<file path="config.mk">
export PLATFORM = sky130hd
export DESIGN_NAME = nn_frame_sequencer_flat
export DESIGN_NICKNAME = d
export VERILOG_FILES = /design/src/rtl/nn_frame_sequencer_if.sv /design/src/rtl/nn_frame_sequencer.sv /design/src/flat_wrapper.sv
export SDC_FILE = /design/constraint.sdc
export NUM_CORES = 1
export LEC_CHECK = 0
export ABC_AREA = 1
export ABC_CLOCK_PERIOD_IN_PS = 1400
export BUFFER_PORTS_ARGS = -buffer_cell sky130_fd_sc_hd__buf_2
export CAP_MARGIN = 10
export CELL_PAD_IN_SITES_DETAIL_PLACEMENT = 0
export CELL_PAD_IN_SITES_GLOBAL_PLACEMENT = 1
export CORE_ASPECT_RATIO = 0.6
export CORE_MARGIN = 5
export CORE_UTILIZATION = 27
export DETAILED_ROUTE_END_ITERATION = 10
export GPL_ROUTABILITY_DRIVEN = 0
export PLACE_DENSITY = 0.78
export REMOVE_ABC_BUFFERS = 1
export SYNTH_ARGS = -nofsm -noshare
export SYNTH_HDL_FRONTEND = slang
export SYNTH_SLANG_ARGS = --single-unit
</file>
<file path="constraint.sdc">
create_clock -name clk -period 1.4 [get_ports clk]
set_input_delay 0.35 -clock clk [delete_from_list [all_inputs] [get_ports clk]]
set_output_delay 0.35 -clock clk [all_outputs]
set_load 0.05 [all_outputs]
</file>
<file path="src/rtl/nn_frame_sequencer_if.sv">
// Bus bundle between the frame sequencer, the feature stream,
// the nn core and the result stream.
interface nn_frame_sequencer_if #(
    parameter int DATA_WIDTH = 16,
    parameter int ADDR_WIDTH = 5
);
    logic                  s_valid;
    logic                  s_ready;
    logic [DATA_WIDTH-1:0] s_data;
    logic                  s_last;

    logic [ADDR_WIDTH-1:0] nn_addr;
    logic [DATA_WIDTH-1:0] nn_data;
    logic                  nn_we;
    logic                  nn_valid;
    logic                  nn_start;
    logic                  nn_rst;
    logic                  nn_done;
    logic [7:0]            nn_class;
    logic [DATA_WIDTH-1:0] nn_rdata;

    logic                  m_valid;
    logic                  m_ready;
    logic [DATA_WIDTH-1:0] m_score;
    logic [7:0]            m_index;
    logic [7:0]            m_class;
    logic                  m_last;

    modport master (
        input  s_valid, s_data, s_last,
        output s_ready,
        output nn_addr, nn_data, nn_we, nn_valid,
        output nn_start, nn_rst,
        input  nn_done, nn_class, nn_rdata,
        output m_valid, m_score, m_index, m_class, m_last,
        input  m_ready
    );

    modport slave (
        output s_valid, s_data, s_last,
        input  s_ready,
        input  nn_addr, nn_data, nn_we, nn_valid,
        input  nn_start, nn_rst,
        output nn_done, nn_class, nn_rdata,
        input  m_valid, m_score, m_index, m_class, m_last,
        output m_ready
    );
endinterface

</file>
<file path="src/rtl/nn_frame_sequencer.sv">
// Loads one feature frame into the nn core, runs it, and streams scores out.
// Optional done watchdog enabled by defining NN_SEQ_TIMEOUT_EN.
module nn_frame_sequencer #(
    parameter int NUM_INPUTS     = 8,
    parameter int NUM_OUTPUTS    = 5,
    parameter int DATA_WIDTH     = 16,
    parameter int ADDR_WIDTH     = 5,
    parameter int TIMEOUT_CYCLES = 65535
) (
    input  logic                 clk,
    input  logic                 reset_n,
    nn_frame_sequencer_if.master bus,
    output logic                 o_busy,
    output logic                 o_error,
    output logic                 o_timeout
);

    typedef enum logic [2:0] {
        LOAD,
        START,
        WAIT_DONE,
        READ,
        CAP,
        OUT,
        DRAIN
    } state_t;

    localparam logic [ADDR_WIDTH-1:0] LAST_IN  = ADDR_WIDTH'(NUM_INPUTS - 1);
    localparam logic [ADDR_WIDTH-1:0] LAST_OUT = ADDR_WIDTH'(NUM_OUTPUTS - 1);

    state_t                state;
    state_t                state_nx;
    logic [ADDR_WIDTH-1:0] wr_cnt;
    logic [ADDR_WIDTH-1:0] rd_cnt;
    logic [DATA_WIDTH-1:0] score_q;
    logic [7:0]            index_q;
    logic [7:0]            class_q;
    logic                  last_q;
    logic                  s_rdy;
    logic                  accept;
    logic                  wr_end;
    logic                  tmo_hit;

    // s_ready is masked while reset is held so the stream sees 0
    assign s_rdy  = reset_n && (state == LOAD || state == DRAIN);
    assign accept = bus.s_valid && s_rdy;
    assign wr_end = (wr_cnt == LAST_IN);

`ifdef NN_SEQ_TIMEOUT_EN
    localparam int TMO_W = $clog2(TIMEOUT_CYCLES + 1);

    logic [TMO_W-1:0] tmo_cnt;

    always_ff @(posedge clk) begin
        if (!reset_n || state != WAIT_DONE) begin
            tmo_cnt <= '0;
        end else begin
            tmo_cnt <= tmo_cnt + 1'b1;
        end
    end

    // a done arriving on the limit cycle still wins
    assign tmo_hit = (state == WAIT_DONE) && !bus.nn_done &&
                     (tmo_cnt == TMO_W'(TIMEOUT_CYCLES));
`else
    // watchdog compiled out; the limit can never be negative
    assign tmo_hit = (TIMEOUT_CYCLES < 0);
`endif

    always_ff @(posedge clk) begin
        if (!reset_n) begin
            state <= LOAD;
        end else begin
            state <= state_nx;
        end
    end

    always_comb begin
        state_nx     = state;
        bus.nn_valid = 1'b0;
        bus.nn_we    = 1'b0;
        bus.nn_addr  = '0;
        bus.nn_data  = '0;
        bus.nn_start = 1'b0;
        bus.m_valid  = 1'b0;
        o_error      = 1'b0;
        unique case (state)
            LOAD: begin
                if (accept) begin
                    bus.nn_valid = 1'b1;
                    bus.nn_we    = 1'b1;
                    bus.nn_addr  = wr_cnt;
                    bus.nn_data  = bus.s_data;
                    if (wr_end) begin
                        if (bus.s_last) begin
                            state_nx = START;
                        end else begin
                            o_error  = 1'b1;
                            state_nx = DRAIN;
                        end
                    end else if (bus.s_last) begin
                        o_error = 1'b1;
                    end
                end
            end
            DRAIN: begin
                if (accept && bus.s_last) begin
                    state_nx = LOAD;
                end
            end
            START: begin
                bus.nn_start = 1'b1;
                state_nx     = WAIT_DONE;
            end
            WAIT_DONE: begin
                if (bus.nn_done) begin
                    state_nx = READ;
                end else if (tmo_hit) begin
                    state_nx = LOAD;
                end
            end
            READ: begin
                bus.nn_valid = 1'b1;
                bus.nn_addr  = rd_cnt;
                state_nx     = CAP;
            end
            CAP: begin
                state_nx = OUT;
            end
            OUT: begin
                bus.m_valid = 1'b1;
                if (bus.m_ready) begin
                    state_nx = last_q ? LOAD : READ;
                end
            end
            default: begin
                state_nx = LOAD;
            end
        endcase
    end

    always_ff @(posedge clk) begin
        if (!reset_n) begin
            wr_cnt  <= '0;
            rd_cnt  <= '0;
            score_q <= '0;
            index_q <= '0;
            class_q <= '0;
            last_q  <= 1'b0;
        end else begin
            // both frame-length errors and a full frame restart at 0
            if (state == LOAD && accept) begin
                if (wr_end || bus.s_last) begin
                    wr_cnt <= '0;
                end else begin
                    wr_cnt <= wr_cnt + 1'b1;
                end
            end
            if (state == WAIT_DONE && bus.nn_done) begin
                class_q <= bus.nn_class;
                rd_cnt  <= '0;
            end
            if (state == CAP) begin
                score_q <= bus.nn_rdata;
                index_q <= 8'(rd_cnt);
                last_q  <= (rd_cnt == LAST_OUT);
            end
            if (state == OUT && bus.m_ready && !last_q) begin
                rd_cnt <= rd_cnt + 1'b1;
            end
        end
    end

    assign bus.s_ready = s_rdy;
    assign bus.m_score = score_q;
    assign bus.m_index = index_q;
    assign bus.m_class = class_q;
    assign bus.m_last  = last_q;
    assign bus.nn_rst  = !reset_n || tmo_hit;
    assign o_busy      = (state != LOAD);
    assign o_timeout   = tmo_hit;

endmodule

</file>
<file path="src/flat_wrapper.sv">
// flat-port wrapper written by rule: the top's interface ports become plain ports
module nn_frame_sequencer_flat 
#(
    parameter int NUM_INPUTS     = 8,
    parameter int NUM_OUTPUTS    = 5,
    parameter int DATA_WIDTH     = 16,
    parameter int ADDR_WIDTH     = 5,
    parameter int TIMEOUT_CYCLES = 65535
)
  (clk, reset_n, o_busy, o_error, o_timeout, bus_s_valid, bus_s_data, bus_s_last, bus_s_ready, bus_nn_addr, bus_nn_data, bus_nn_we, bus_nn_valid, bus_nn_start, bus_nn_rst, bus_nn_done, bus_nn_class, bus_nn_rdata, bus_m_valid, bus_m_score, bus_m_index, bus_m_class, bus_m_last, bus_m_ready);
  nn_frame_sequencer_if #(.DATA_WIDTH(DATA_WIDTH), .ADDR_WIDTH(ADDR_WIDTH)) bus_i ();
  input  logic clk;
  input  logic reset_n;
  output logic o_busy;
  output logic o_error;
  output logic o_timeout;
  input wire logic [$bits(bus_i.s_valid)-1:0] bus_s_valid;
  input wire logic [$bits(bus_i.s_data)-1:0] bus_s_data;
  input wire logic [$bits(bus_i.s_last)-1:0] bus_s_last;
  output wire logic [$bits(bus_i.s_ready)-1:0] bus_s_ready;
  output wire logic [$bits(bus_i.nn_addr)-1:0] bus_nn_addr;
  output wire logic [$bits(bus_i.nn_data)-1:0] bus_nn_data;
  output wire logic [$bits(bus_i.nn_we)-1:0] bus_nn_we;
  output wire logic [$bits(bus_i.nn_valid)-1:0] bus_nn_valid;
  output wire logic [$bits(bus_i.nn_start)-1:0] bus_nn_start;
  output wire logic [$bits(bus_i.nn_rst)-1:0] bus_nn_rst;
  input wire logic [$bits(bus_i.nn_done)-1:0] bus_nn_done;
  input wire logic [$bits(bus_i.nn_class)-1:0] bus_nn_class;
  input wire logic [$bits(bus_i.nn_rdata)-1:0] bus_nn_rdata;
  output wire logic [$bits(bus_i.m_valid)-1:0] bus_m_valid;
  output wire logic [$bits(bus_i.m_score)-1:0] bus_m_score;
  output wire logic [$bits(bus_i.m_index)-1:0] bus_m_index;
  output wire logic [$bits(bus_i.m_class)-1:0] bus_m_class;
  output wire logic [$bits(bus_i.m_last)-1:0] bus_m_last;
  input wire logic [$bits(bus_i.m_ready)-1:0] bus_m_ready;
  assign bus_i.s_valid = bus_s_valid;
  assign bus_i.s_data = bus_s_data;
  assign bus_i.s_last = bus_s_last;
  assign bus_s_ready = bus_i.s_ready;
  assign bus_nn_addr = bus_i.nn_addr;
  assign bus_nn_data = bus_i.nn_data;
  assign bus_nn_we = bus_i.nn_we;
  assign bus_nn_valid = bus_i.nn_valid;
  assign bus_nn_start = bus_i.nn_start;
  assign bus_nn_rst = bus_i.nn_rst;
  assign bus_i.nn_done = bus_nn_done;
  assign bus_i.nn_class = bus_nn_class;
  assign bus_i.nn_rdata = bus_nn_rdata;
  assign bus_m_valid = bus_i.m_valid;
  assign bus_m_score = bus_i.m_score;
  assign bus_m_index = bus_i.m_index;
  assign bus_m_class = bus_i.m_class;
  assign bus_m_last = bus_i.m_last;
  assign bus_i.m_ready = bus_m_ready;
  nn_frame_sequencer #(.NUM_INPUTS(NUM_INPUTS), .NUM_OUTPUTS(NUM_OUTPUTS), .DATA_WIDTH(DATA_WIDTH), .ADDR_WIDTH(ADDR_WIDTH), .TIMEOUT_CYCLES(TIMEOUT_CYCLES)) u_core (.clk(clk), .reset_n(reset_n), .bus(bus_i), .o_busy(o_busy), .o_error(o_error), .o_timeout(o_timeout));
endmodule
</file>
== After elaboration in Yosys (flattened, before gate mapping) ==
Index checks and enable logic that the tools add are counted.

* Add/subtract/negate cells: 2
* Equality and inequality tests: 13
* Mux-type cells: 25
* Reductions and logical operators: 15

{| class="wikitable"
|+ Operator list
! kind !! number
|-
| $mux W16 || 2
|-
| $pmux W3 S7 || 1
|-
| $mux W5 || 4
|-
| $mux W3 || 6
|-
| $add A5 B1 Y5 const B || 2
|-
| $eq A5 B3 Y1 const B || 2
|-
| $pmux W5 S2 || 1
|-
| $eq A3 B3 Y1 const B || 3
|-
| $mux W1 || 9
|-
| $logic_and A1 B1 Y1 || 7
|-
| $eq A3 B2 Y1 const B || 2
|-
| $ne A2 B2 Y1 const B || 3
|-
| $reduce_and A5 Y1 || 1
|-
| $ne A2 B1 Y1 const B || 2
|-
| $eq A3 B1 Y1 const B || 1
|-
| $logic_not A3 Y1 || 1
|-
| $reduce_bool A3 Y1 || 1
|-
| $logic_not A1 Y1 || 2
|-
| $logic_or A1 B1 Y1 || 2
|-
| $mux W2 || 1
|-
| $pmux W1 S2 || 1
|-
| $reduce_bool A2 Y1 || 1
|}

* Register bits: 43
* Input port bits: 46
* Output and inout port bits: 63
* Logic and storage cells: 62

== Depth between registers and ports, before layout ==
Gate-level depths: netlist of the first run.

* Depth in word-level cells: 7
* Mapped depth: 10
* Mapped depth without buffers: 10

== Worst setup path after synthesis of the first run ==
No wires, ideal clock.

* Kind: reg-to-output
* From: register u_core.state[2]
* To: output bus_nn_addr[0]
* Arrival time: 1,866 ps
* Data required time: 1,050 ps
* Path slack: -816 ps
* Cell stages (with the launch flop): 5
* Path buffers: 1
* Path through: dfxtp_1 > buf_4 > inv_1 > nand3_1 > o21ai_0

* Cells in the longest elaborated chain, start to end: 6
* Elaborated cells on any way between the ends: 8
* Classes of those cells: 2 x eq/ne; 2 x mux; 4 x reduce/logical

{| class="wikitable"
|+ RTL lines
! what !! RTL line !! RTL
|-
| start, declared || nn_frame_sequencer.sv:31 || <nowiki>state_t state;</nowiki>
|-
| start signal, assigned || nn_frame_sequencer.sv:74 || <nowiki>state <= state_nx;</nowiki>
|-
| $eq A3 B3 Y1 or $logic_not A3 Y1 (tied branches) || nn_frame_sequencer.sv:45, nn_frame_sequencer.sv:87 ||
|-
| $logic_or A1 B1 Y1 || nn_frame_sequencer.sv:45 || <nowiki>assign s_rdy = reset_n && (state == LOAD || state == DRAIN);</nowiki>
|-
| $logic_and A1 B1 Y1 || nn_frame_sequencer.sv:45 ||
|-
| $logic_and A1 B1 Y1 || nn_frame_sequencer.sv:46 || <nowiki>assign accept = bus.s_valid && s_rdy;</nowiki>
|-
| $mux W5 || nn_frame_sequencer.sv:89 || <nowiki>if (accept) begin</nowiki>
|-
| $pmux W5 S2 (*) || nn_frame_sequencer.sv:87 || <nowiki>unique case (state)</nowiki>
|-
| end, declared || flat_wrapper.sv:21 || <nowiki>output wire logic [$bits(bus_i.nn_addr)-1:0] bus_nn_addr;</nowiki>
|}

Mark *: on every way between the ends. The rest lies on a longest branch, timed or not.

== Worst setup path in the final report of the first run ==
* From: register u_core.wr_cnt[1]
* To: output o_error

* Cells in the longest elaborated chain, start to end: 4

{| class="wikitable"
|+ RTL lines
! what !! RTL line !! RTL
|-
| start, declared || nn_frame_sequencer.sv:33 || <nowiki>logic [ADDR_WIDTH-1:0] wr_cnt;</nowiki>
|-
| start signal, assigned || nn_frame_sequencer.sv:156 || <nowiki>wr_cnt <= wr_cnt + 1'b1;</nowiki>
|-
| $eq A5 B3 Y1 || nn_frame_sequencer.sv:47 || <nowiki>assign wr_end = (wr_cnt == LAST_IN);</nowiki>
|-
| $mux W1 || nn_frame_sequencer.sv:94 || <nowiki>if (wr_end) begin</nowiki>
|-
| $mux W1 || nn_frame_sequencer.sv:89 ||
|-
| $mux W1 || nn_frame_sequencer.sv:87 ||
|-
| end, declared || flat_wrapper.sv:15 || <nowiki>output logic o_error;</nowiki>
|}

No other way between the ends.

==> results of run 1 <==
worst min-delay path: stages:
cell,delay (ps)
sky130_fd_sc_hd__buf_2,80
sky130_fd_sc_hd__nor2_2,30
sky130_fd_sc_hd__nor2_1,80
final cells by class:
class	instances	area [um^2]	area share [%]
multi-input cells	208	1409	35.18
repair buffers	163	1291	32.24
flip-flops and latches	43	873.3	21.81
inverters	39	172.7	4.311
well taps	104	130.1	3.249
clock buffers	6	128.9	3.218
repair_timing:
action	in CTS	in global routing
cloned	1	3
gates resized for setup	120	87
pin swaps	16	17
hold buffers	0	0
setup buffers	9	11
endpoints found under the setup margin	39	71
layer usage:
layer | global-route usage [%] | up-vias | wire length (um)
met3 | 4.885 | 7 | 516
met4 | 2.951 | 0 | 61
met1 | 18.99 | 1145 | 3339
li1 | - | 1261 | -
met5 | 0 | - | 0
met2 | 22.21 | 68 | 3951
final timing paths:
| kind | startpoint | endpoint | depth (start not counted) |
|---|---|---|---|
| hold reg to reg | u_core.bus.m_score[7] | u_core.bus.m_score[7] | 2 |
| setup / recovery | u_core.wr_cnt[1] | o_error | 8 |
| hold / removal | bus_nn_class[2] | u_core.bus.m_class[2] | 3 |
| setup reg to reg | u_core.wr_cnt[1] | u_core.state[2] | 12 |
cells in the final DEF, fill, tap and decap left out, drive strengths merged:
| cell | count |
|---|---|
| a211oi | 2 |
| a21oi | 15 |
| buf | 161 |
| clkbuf | 8 |
| clkinv | 2 |
| conb | 4 |
| dfxtp | 43 |
| ha | 4 |
| inv | 37 |
| nand2 | 35 |
| nand3 | 7 |
| nand4 | 4 |
| nor2 | 89 |
| nor3 | 6 |
| nor4 | 1 |
| o21ai | 37 |
| o22ai | 2 |
| xor2 | 2 |
power by group through the flow:
stage / sequential [mW] / combinational, mW / clock, mW
6_report: 1.22 / 0.483 / 1.09
3_5_place_dp: 1.25 / 0.336 / 0
3_3_place_gp: 1.25 / 0.335 / 0
5_1_grt: 1.22 / 0.513 / 1.18
2_1_floorplan: 1.25 / 0.184 / 0
4_1_cts: 1.22 / 0.392 / 1.11
cell families (layout without fill, tap and decap cells):
group | Yosys count | in the layout
AND/OR/NAND/NOR | 141 | 142
AO/OA/AOI/OAI | 56 | 56
buffers and inverters | 53 | 208
flip-flops | 43 | 43
XOR/XNOR | 2 | 2
adder cells (fa/ha/maj) | 4 | 4
other | 1 | 4
synthesized netlist by cell type, types with 2 or more instances:
master	count
sky130_fd_sc_hd__clkbuf_1	3
sky130_fd_sc_hd__o21ai_0	31
sky130_fd_sc_hd__nor3_1	4
sky130_fd_sc_hd__nand4_1	3
sky130_fd_sc_hd__nand2_1	30
sky130_fd_sc_hd__nor2_4	4
sky130_fd_sc_hd__inv_1	32
sky130_fd_sc_hd__nor3_2	2
sky130_fd_sc_hd__inv_2	5
sky130_fd_sc_hd__o21ai_1	5
sky130_fd_sc_hd__buf_4	5
sky130_fd_sc_hd__xor2_1	2
sky130_fd_sc_hd__ha_1	4
sky130_fd_sc_hd__a21oi_1	15
sky130_fd_sc_hd__nor2_1	82
sky130_fd_sc_hd__a211oi_1	2
sky130_fd_sc_hd__nand2_2	5
sky130_fd_sc_hd__nand3_1	7
sky130_fd_sc_hd__o22ai_1	2
sky130_fd_sc_hd__buf_2	4
sky130_fd_sc_hd__dfxtp_1	43
sequential cells by signal, indices dropped and copies added, names as in the netlist:
name and flops:
u_core.bus.m_last 1, u_core.bus.m_index 5, u_core.bus.m_score 16, u_core.bus.m_class 8, u_core.rd_cnt 5, u_core.state 3
u_core.wr_cnt 5
==> metrics, run 1 <==
cells along the critical path=ha_4 > nand2_4 > nor2_4 > nand2_2 > ha_4 > inv_2 > nor2_2 > buf_6; area share of the largest cell type after synthesis=40.95%; placed standard-cell area=0.002992 mm^2; share of flip-flops with an asynchronous set or reset after synthesis=0%; clock insertion delay at the later pin of the skew report=280 ps; LEAKAGE=1.894 nW; largest cells by area after synthesis=sky130_fd_sc_hd__dfxtp_1, sky130_fd_sc_hd__nor2_1, sky130_fd_sc_hd__o21ai_0; n_diodes=0; post-detail-place hpwl=just over 5000 um; post-layout utilization of the core=54.00%; cell taking the most area after synthesis=sky130_fd_sc_hd__dfxtp_1; crit path capture type=primary output; arrival time of data at the critical path endpoint=1590 ps; floorplan row count=24; Post-Synth Adder-Cell Area=2.381%; Boundary Pins=109; mean routed wirelength per cell=~14 um; number of warnings issued by yosys=0; number of port buffers=104; fraction of layout instances using a drive strength above 1=between 50% and 60%; post-route setup slack=-544.4 ps; share of power burned in the clock network=38.9%; dominant combinational cell family by area after synthesis=simple AND/OR/NAND/NOR gates; Final Routed Wirelength=~8000 um; drt first-iter violations=between 100 and 150; flop-to-flop setup slack=-200 ps; effective utilization at floorplan=28.34%; sinks on the clock net=43; total DRC errors in the routed layout=0; post-detailed-route count of antenna-violating nets=0; sum of buffers and inverters on the critical path=2; total chip power=roughly 2.8 mW; Largest stage delay, worst path=360 ps; final critical delay including setup and external delays=just under 2000 ps; number of nets in the final layout=510; Final Hold Fails=0; clock buffer depth=2; TritonCTS Buffers=5; vias after detailed routing=~2500; cell area after synthesis=approximately 0.0021 mm^2; complex-gate fraction of the synthesized area=13.87%; Logic pwr share=17.3%; startpoint-to-endpoint class of the critical path=reg2out; outcome=finished, violations left; Finished Cell Area=0.004005 mm^2; Clk Tree Root Cell=sky130_fd_sc_hd__clkbuf_16; aggregate global routing overflow=0; startpoint class of the critical path=flip-flop; violated checks=negative setup slack; number of storage elements in the synthesis netlist=43; die boundary width=123.9 um; pin count of the biggest net entering global routing=24; filler cell count=695; ratio of final minimum period to clock period=138.9%; highest attainable clock frequency=0.5143 GHz; first-pass GRT wire length=11120 um; setup slack at placement=-350.8 ps; Clk pin slew, worst setup/hold paths=60 ps; area growth from synthesis to layout=90.54%; height of the die=78.35 um; proportion of synthesized area in mux cells=0%; top cell family by delay on the critical path=adder cells; switching component of the power=0.7349 mW; internal power=2.058 mW; post-synthesis sequential area ratio=40.95%; die footprint=between 0.009 and 0.01 mm^2; clk_skew=6.665 ps; number of instances in the synthesized netlist=300; final setup TNS=-13680 ps; Min Hold Slack=295.3 ps; CP most frequent cell=sky130_fd_sc_hd__ha_4; Min-Delay Path Class=in2reg; primary flip-flop cell chosen by synthesis mapping=sky130_fd_sc_hd__dfxtp_1; worst voltage drop across the vdd grid=approximately 0.39 mV; H-tree levels=2; final cell count without fillers=563; simple-gate portion of the synthesized area=a little under a third; initial antenna violation count=0; number of iterations in the first detailed-routing pass=4; vias per std cell=4.407; Post-Syn Area per Cell=7.007 um^2; number of synthesized flops with an enable pin=0; Maximum Capacitance Violations=0; CTS tree=done; final setup violation count=47; slowest stage cell, crit path=sky130_fd_sc_hd__dfxtp_2; CORE AREA=0.007417 mm^2; Crit path required time=1050 ps; Pins Over Slew Limit=0; sequential fraction of design power=between 40% and 50%; Power per Cell Area=697.4 mW/mm^2; distinct cell type count of the synthesized netlist=31; unrepaired setup endpoints after global routing=true; Worst Path Max Fanout=2; number of placed instances with taps included=537; XOR/XNOR Fraction of Synth Area=0.8333%; vias in the first global route=2308; net switching share of the total power=26.31%; aggregate global-route resource usage=14.19%
Power figures use the tool's default switching activity.
==> run 2: changes to the inputs <==
--- a/config.mk
+++ b/config.mk
@@ -13,10 +13,13 @@
 export CELL_PAD_IN_SITES_GLOBAL_PLACEMENT = 1
 export CORE_ASPECT_RATIO = 0.6
 export CORE_MARGIN = 5
-export CORE_UTILIZATION = 27
+export CORE_UTILIZATION = 28
+export CTS_BUF_LIST = sky130_fd_sc_hd__clkbuf_4
+export CTS_CLUSTER_DIAMETER = 80
 export DETAILED_ROUTE_END_ITERATION = 10
 export GPL_ROUTABILITY_DRIVEN = 0
-export PLACE_DENSITY = 0.78
+export MAX_ROUTING_LAYER = met4
+export PLACE_DENSITY = 0.8
 export REMOVE_ABC_BUFFERS = 1
 export SYNTH_ARGS = -nofsm -noshare
 export SYNTH_HDL_FRONTEND = slang
==> metrics, run 2 (synthesis gave the netlist of run 1 again) <==
Maximum Capacitance Violations=0; total DRC errors in the routed layout=0; violated checks=negative setup slack; area of the multi-input gates=around 0.0016 mm^2; unrepaired setup endpoints after global routing=true; number of buffers inserted for hold repair after clock tree synthesis=0; n_diodes=0; most common library cell in the layout ignoring fill and taps=sky130_fd_sc_hd__buf_2; post-route setup slack=-691.0 ps; Final Hold Fails=0; Power per Cell Area=590.4 mW/mm^2; Clk pin slew, worst setup/hold paths=140 ps; number of nets in the final layout=between 500 and 600; Logic pwr share=between 20% and 30%; final critical delay including setup and external delays=2091 ps; clock insertion delay at the later pin of the skew report=360 ps; LEAKAGE=around 2 nW; highest attainable clock frequency=~0.48 GHz; arrival time of data at the critical path endpoint=1740 ps; Crit path required time=1050 ps; setup slack at placement=-353.7 ps; startpoint class of the critical path=flip-flop; worst voltage drop across the vdd grid=~0.51 mV; internal power=1.797 mW; first-pass GRT wire length=12030 um; Pins Over Slew Limit=0; sinks on the clock net=43; sequential fraction of design power=48.1%; vias per std cell=4.631; number of cells on the worst reg-to-reg path=15; vias after detailed routing=2658; number of cells on the worst hold path=3; CTS tree=done; final setup violation count=66; height of the die=77.12 um; Final Routed Wirelength=9123 um; pin count of the biggest net entering global routing=31; area growth from synthesis to layout=105.0%; CP most frequent cell=sky130_fd_sc_hd__ha_4; outcome=finished, violations left; clock buffer depth=2; mean routed wirelength per cell=15.89 um; effective utilization at floorplan=28.81%; top library cells by usage in the layout, fill and taps aside=sky130_fd_sc_hd__buf_2, sky130_fd_sc_hd__nor2_1, sky130_fd_sc_hd__buf_6, sky130_fd_sc_hd__dfxtp_1, sky130_fd_sc_hd__buf_4; filler cell count=644; aggregate global-route resource usage=16.40%; register area=around 870 um^2; Min Hold Slack=211.3 ps; H-tree levels=2; floorplan row count=24; die footprint=approximately 0.0094 mm^2; slowest stage cell, crit path=sky130_fd_sc_hd__dfxtp_2; cells along the critical path=ha_4 > nand2_4 > nor2_4 > nand2_2 > ha_4 > inv_2 > nor2_2 > buf_6; number of port buffers=104; switching component of the power=~0.75 mW; post-detail-place hpwl=4897 um; max reg flops=16; Clk Tree Root Cell=sky130_fd_sc_hd__clkbuf_4; Critical Path Stages=8; crit path capture type=primary output; top cell family by delay on the critical path=adder cells; Boundary Pins=109; Largest stage delay, worst path=390 ps; net switching share of the total power=29.35%; share of power burned in the clock network=31.5%; clk_skew=8.124 ps; post-detailed-route count of antenna-violating nets=0; drt first-iter violations=120; Worst Path Max Fanout=2; TritonCTS Buffers=5; die boundary width=121.9 um; initial antenna violation count=0; aggregate global routing overflow=0; ratio of final minimum period to clock period=149.4%; startpoint-to-endpoint class of the critical path=reg2out; post-layout utilization of the core=59.05%; fraction of layout instances using a drive strength above 1=64.04%; vias in the first global route=2450; sum of buffers and inverters on the critical path=2; number of iterations in the first detailed-routing pass=4; CORE AREA=0.007297 mm^2; Min-Delay Path Class=in2reg
[run 2: cell types whose count changed in the layout (fill, tap and decap cells not counted), moves of 5 or more]
cell and delta:
sky130_fd_sc_hd__buf_6 +5, sky130_fd_sc_hd__clkbuf_4 +11, sky130_fd_sc_hd__nor2_1 -10, sky130_fd_sc_hd__o21ai_2 +14
sky130_fd_sc_hd__buf_2 -8, sky130_fd_sc_hd__o21ai_0 -13, sky130_fd_sc_hd__nor2_2 +6
[run 2: worst register-to-register path: stages, from the launching register on]
cell                      delay (ps)
sky130_fd_sc_hd__dfxtp_2         390
sky130_fd_sc_hd__ha_4            160
sky130_fd_sc_hd__nand2_4          60
sky130_fd_sc_hd__nor2_4           90
sky130_fd_sc_hd__nand2_2          90
sky130_fd_sc_hd__buf_4           150
sky130_fd_sc_hd__buf_4           130
sky130_fd_sc_hd__buf_6           110
sky130_fd_sc_hd__buf_6           100
sky130_fd_sc_hd__buf_6           110
sky130_fd_sc_hd__nand2_4          60
sky130_fd_sc_hd__nand2_4          50
sky130_fd_sc_hd__nor2_4          160
sky130_fd_sc_hd__nand2_2          70
sky130_fd_sc_hd__nor2_1           90
sky130_fd_sc_hd__nor2_1           40
[run 2: repair_timing]
action,4_1_cts,5_1_grt
pin swaps,18,25
resized for setup,165,125
endpoints found under the setup margin,50,67
buffers inserted,35,8
gates cloned,2,4
[run 2: final timing paths]
path	slack [ps]	start	endpoint
setup / recovery	-690	u_core.wr_cnt[0]	o_error
hold / removal	210	bus_nn_rdata[15]	u_core.bus.m_score[15]
setup reg to reg	-540	u_core.wr_cnt[0]	u_core.state[2]
hold reg to reg	480	u_core.rd_cnt[3]	u_core.rd_cnt[3]
[run 2: layout make-up]
type	count	area share, %
tap	104	3.020
clock buffer	5	0.8711
multi-input combinational	208	36.59
timing repair buffer	172	34.23
sequential	43	20.21
clock inverter	3	0.9001
inverter	39	4.181
[run 2: per-stage QoR]
| step | instances | power, mW | area (um^2) | setup TNS [ps] |
|---|---|---|---|---|
| 2_1_floorplan | 289 | 1.438 | 2028 | -14170 |
| 3_3_place_gp | 533 | 1.583 | 2962 | -4534 |
| 3_5_place_dp | 533 | 1.584 | 2962 | -4744 |
| 4_1_cts | 562 | 2.497 | 3761 | -15340 |
| 5_1_grt | 574 | 2.649 | 4309 | -24120 |
| 6_report | 574 | 2.544 | 4309 | -19310 |
[run 2: power by group through the flow]
| stage | clock network, mW | registers, mW | logic (mW) |
|---|---|---|---|
| floorplan | 0 | 1.25 | 0.184 |
| global placement | 0 | 1.25 | 0.330 |
| detailed placement | 0 | 1.25 | 0.330 |
| CTS | 0.828 | 1.22 | 0.445 |
| global route | 0.881 | 1.23 | 0.543 |
| finish | 0.802 | 1.22 | 0.518 |
[run 2: per-layer routing]
metal / GRT usage, % / part of all wire [%]
met5: - / 0
met4: 5.369 / 2.7
met3: 3.750 / 6.0
met2: 23.79 / 49
met1: 22.42 / 42
==> run 3: changes to the inputs <==
--- a/config.mk
+++ b/config.mk
@@ -20,7 +20,6 @@
 export GPL_ROUTABILITY_DRIVEN = 0
 export MAX_ROUTING_LAYER = met4
 export PLACE_DENSITY = 0.8
-export REMOVE_ABC_BUFFERS = 1
 export SYNTH_ARGS = -nofsm -noshare
 export SYNTH_HDL_FRONTEND = slang
 export SYNTH_SLANG_ARGS = --single-unit
==> metrics, run 3 (synthesis gave the netlist of run 1 again) <==
clock buffer depth=2; pin count of the biggest net entering global routing=37; Worst Path Max Fanout=2; Boundary Pins=109; placed standard-cell area=~0.0032 mm^2; Min-Delay Path Class=in2reg; Maximum Capacitance Violations=0; launch point of the worst hold path=bus_nn_class[3]; aggregate global-route resource usage=about 16%; clk_skew=roughly 15 ps; floorplan row count=24; sequential fraction of design power=~52%; CORE AREA=between 0.007 and 0.008 mm^2; Final Hold Fails=0; Largest stage delay, worst path=380 ps; ratio of final minimum period to clock period=146.0%; filler cell count=669; LEAKAGE=1.887 nW; TritonCTS Buffers=5; unrepaired setup endpoints after global routing=true; Power per Cell Area=approximately 570 mW/mm^2; arrival time of data at the critical path endpoint=1690 ps; startpoint class of the critical path=flip-flop; crit path capture type=primary output; fraction of layout instances using a drive strength above 1=59.09%; initial antenna violation count=0; startpoint-to-endpoint class of the critical path=reg2out; cells along the critical path=ha_4 > nand2_2 > nor2_1 > nand2_1 > ha_1 > inv_2 > nor2_4 > buf_8; post-route setup slack=-643.5 ps; drt first-iter violations=90; vias in the first global route=2375; number of buffers inserted for hold repair after clock tree synthesis=0; post-detailed-route count of antenna-violating nets=0; final setup violation count=between 40 and 50; net switching share of the total power=around a third; clock insertion delay at the later pin of the skew report=370 ps; Finished Cell Area=roughly 0.0042 mm^2; sum of buffers and inverters on the critical path=2; final critical delay including setup and external delays=between 2000 and 2500 ps; top cell family by delay on the critical path=adder cells; switching component of the power=0.7532 mW; Logic pwr share=20.1%; worst voltage drop across the vdd grid=approximately 0.42 mV; launch point of the worst reg-to-reg path=u_core.wr_cnt[1]; top library cells by usage in the layout, fill and taps aside=sky130_fd_sc_hd__nor2_1, sky130_fd_sc_hd__buf_2, sky130_fd_sc_hd__buf_6, sky130_fd_sc_hd__buf_4, sky130_fd_sc_hd__dfxtp_1; total DRC errors in the routed layout=0; most common library cell in the layout ignoring fill and taps=sky130_fd_sc_hd__nor2_1; area growth from synthesis to layout=98.93%; highest attainable clock frequency=0.4894 GHz; violated checks=negative setup slack; die footprint=roughly 0.0094 mm^2; CTS tree=done; H-tree levels=2; Clk Tree Root Cell=sky130_fd_sc_hd__clkbuf_4; outcome=finished, violations left; number of nets in the final layout=511; Worst Hold Path EP=u_core.bus.m_class[3]; effective utilization at floorplan=28.81%; max reg flops=16; vias after detailed routing=2495; first-pass GRT wire length=11720 um; R2R Path End=u_core.state[2]; flop-to-flop setup slack=-360 ps; share of power burned in the clock network=28.2%; Crit path required time=1050 ps; number of port buffers=104; number of cells on the worst reg-to-reg path=14; Clk pin slew, worst setup/hold paths=roughly 150 ps; height of the die=between 70 and 80 um; slowest stage cell, crit path=sky130_fd_sc_hd__dfxtp_2; number of cells on the worst hold path=3; number of iterations in the first detailed-routing pass=4; sinks on the clock net=43; aggregate global routing overflow=0; setup slack at placement=-295.9 ps; post-detail-place hpwl=5030 um; n_diodes=0; Pins Over Slew Limit=0; mean routed wirelength per cell=13.30 um; die boundary width=121.9 um; internal power=1.613 mW; vias per std cell=4.408; Final Routed Wirelength=7527 um
-- run 3: changes by cell type in the layout (fill, tap and decap cells not counted), sizes merged --
cell      change
buf          -15
clkbuf        +8
clkinv        -2
clkinvlp      +2
bufinv        -1
inv           +1
nor2          -1
-- run 3: timing repair --
item,4_1_cts,5_1_grt
gates resized for setup,109,101
pin swaps,13,23
gates cloned,1,1
setup endpoints to repair,37,83
buffers inserted,47,13
-- run 3: layout make-up --
class	instances	area [um^2]	area share (%)
Clock buffer	5	37.54	0.8977
Clock inverter	3	23.77	0.5685
Inverter	39	186.4	4.458
Multi-Input combinational cell	207	1504	35.97
Sequential cell	43	874.6	20.92
Tap cell	104	130.1	3.112
Timing Repair Buffer	165	1425	34.08
-- run 3: routing by layer --
layer,GRT usage [%],routed length (um)
met5,-,0
met1,21.55,3542
met3,4.485,470
met2,23.18,3505
met4,2.013,8
-- run 3: worst min-delay path: stages --
cell and delay [ps]:
sky130_fd_sc_hd__buf_2 70, sky130_fd_sc_hd__nor2_1 30, sky130_fd_sc_hd__nor2_1 70
-- run 3: worst max path at each step --
stage / from / end / slack [ps] / cells after the start
floorplan: u_core.wr_cnt[1] / o_error / -210 / 7
detailed placement: u_core.wr_cnt[1] / o_error / -300 / 8
global route: u_core.wr_cnt[1] / o_error / -760 / 8
CTS: u_core.wr_cnt[1] / o_error / -640 / 8
global placement: u_core.wr_cnt[1] / o_error / -290 / 8
finish: u_core.wr_cnt[1] / o_error / -640 / 8
-- run 3: stage by stage --
step	cells	utilization, %	hold WS, ps	power, mW	setup TNS (ps)
after floorplan	303	-	439.1	1.521	-3531
after global placement	530	44.44	453.8	1.634	-3591
after detailed placement	530	44.44	454.9	1.636	-4114
after CTS	555	52.49	170.5	2.383	-16030
after global routing	566	57.30	162.5	2.480	-18800
final	566	57.30	180.5	2.367	-15050
-- run 3: power groups by stage --
stage	Clock, mW	Combinational [mW]	Sequential [mW]
floorplan	0	0.268	1.25
global placement	0	0.382	1.25
detailed placement	0	0.383	1.25
CTS	0.701	0.456	1.23
global route	0.752	0.503	1.23
finish	0.668	0.475	1.22
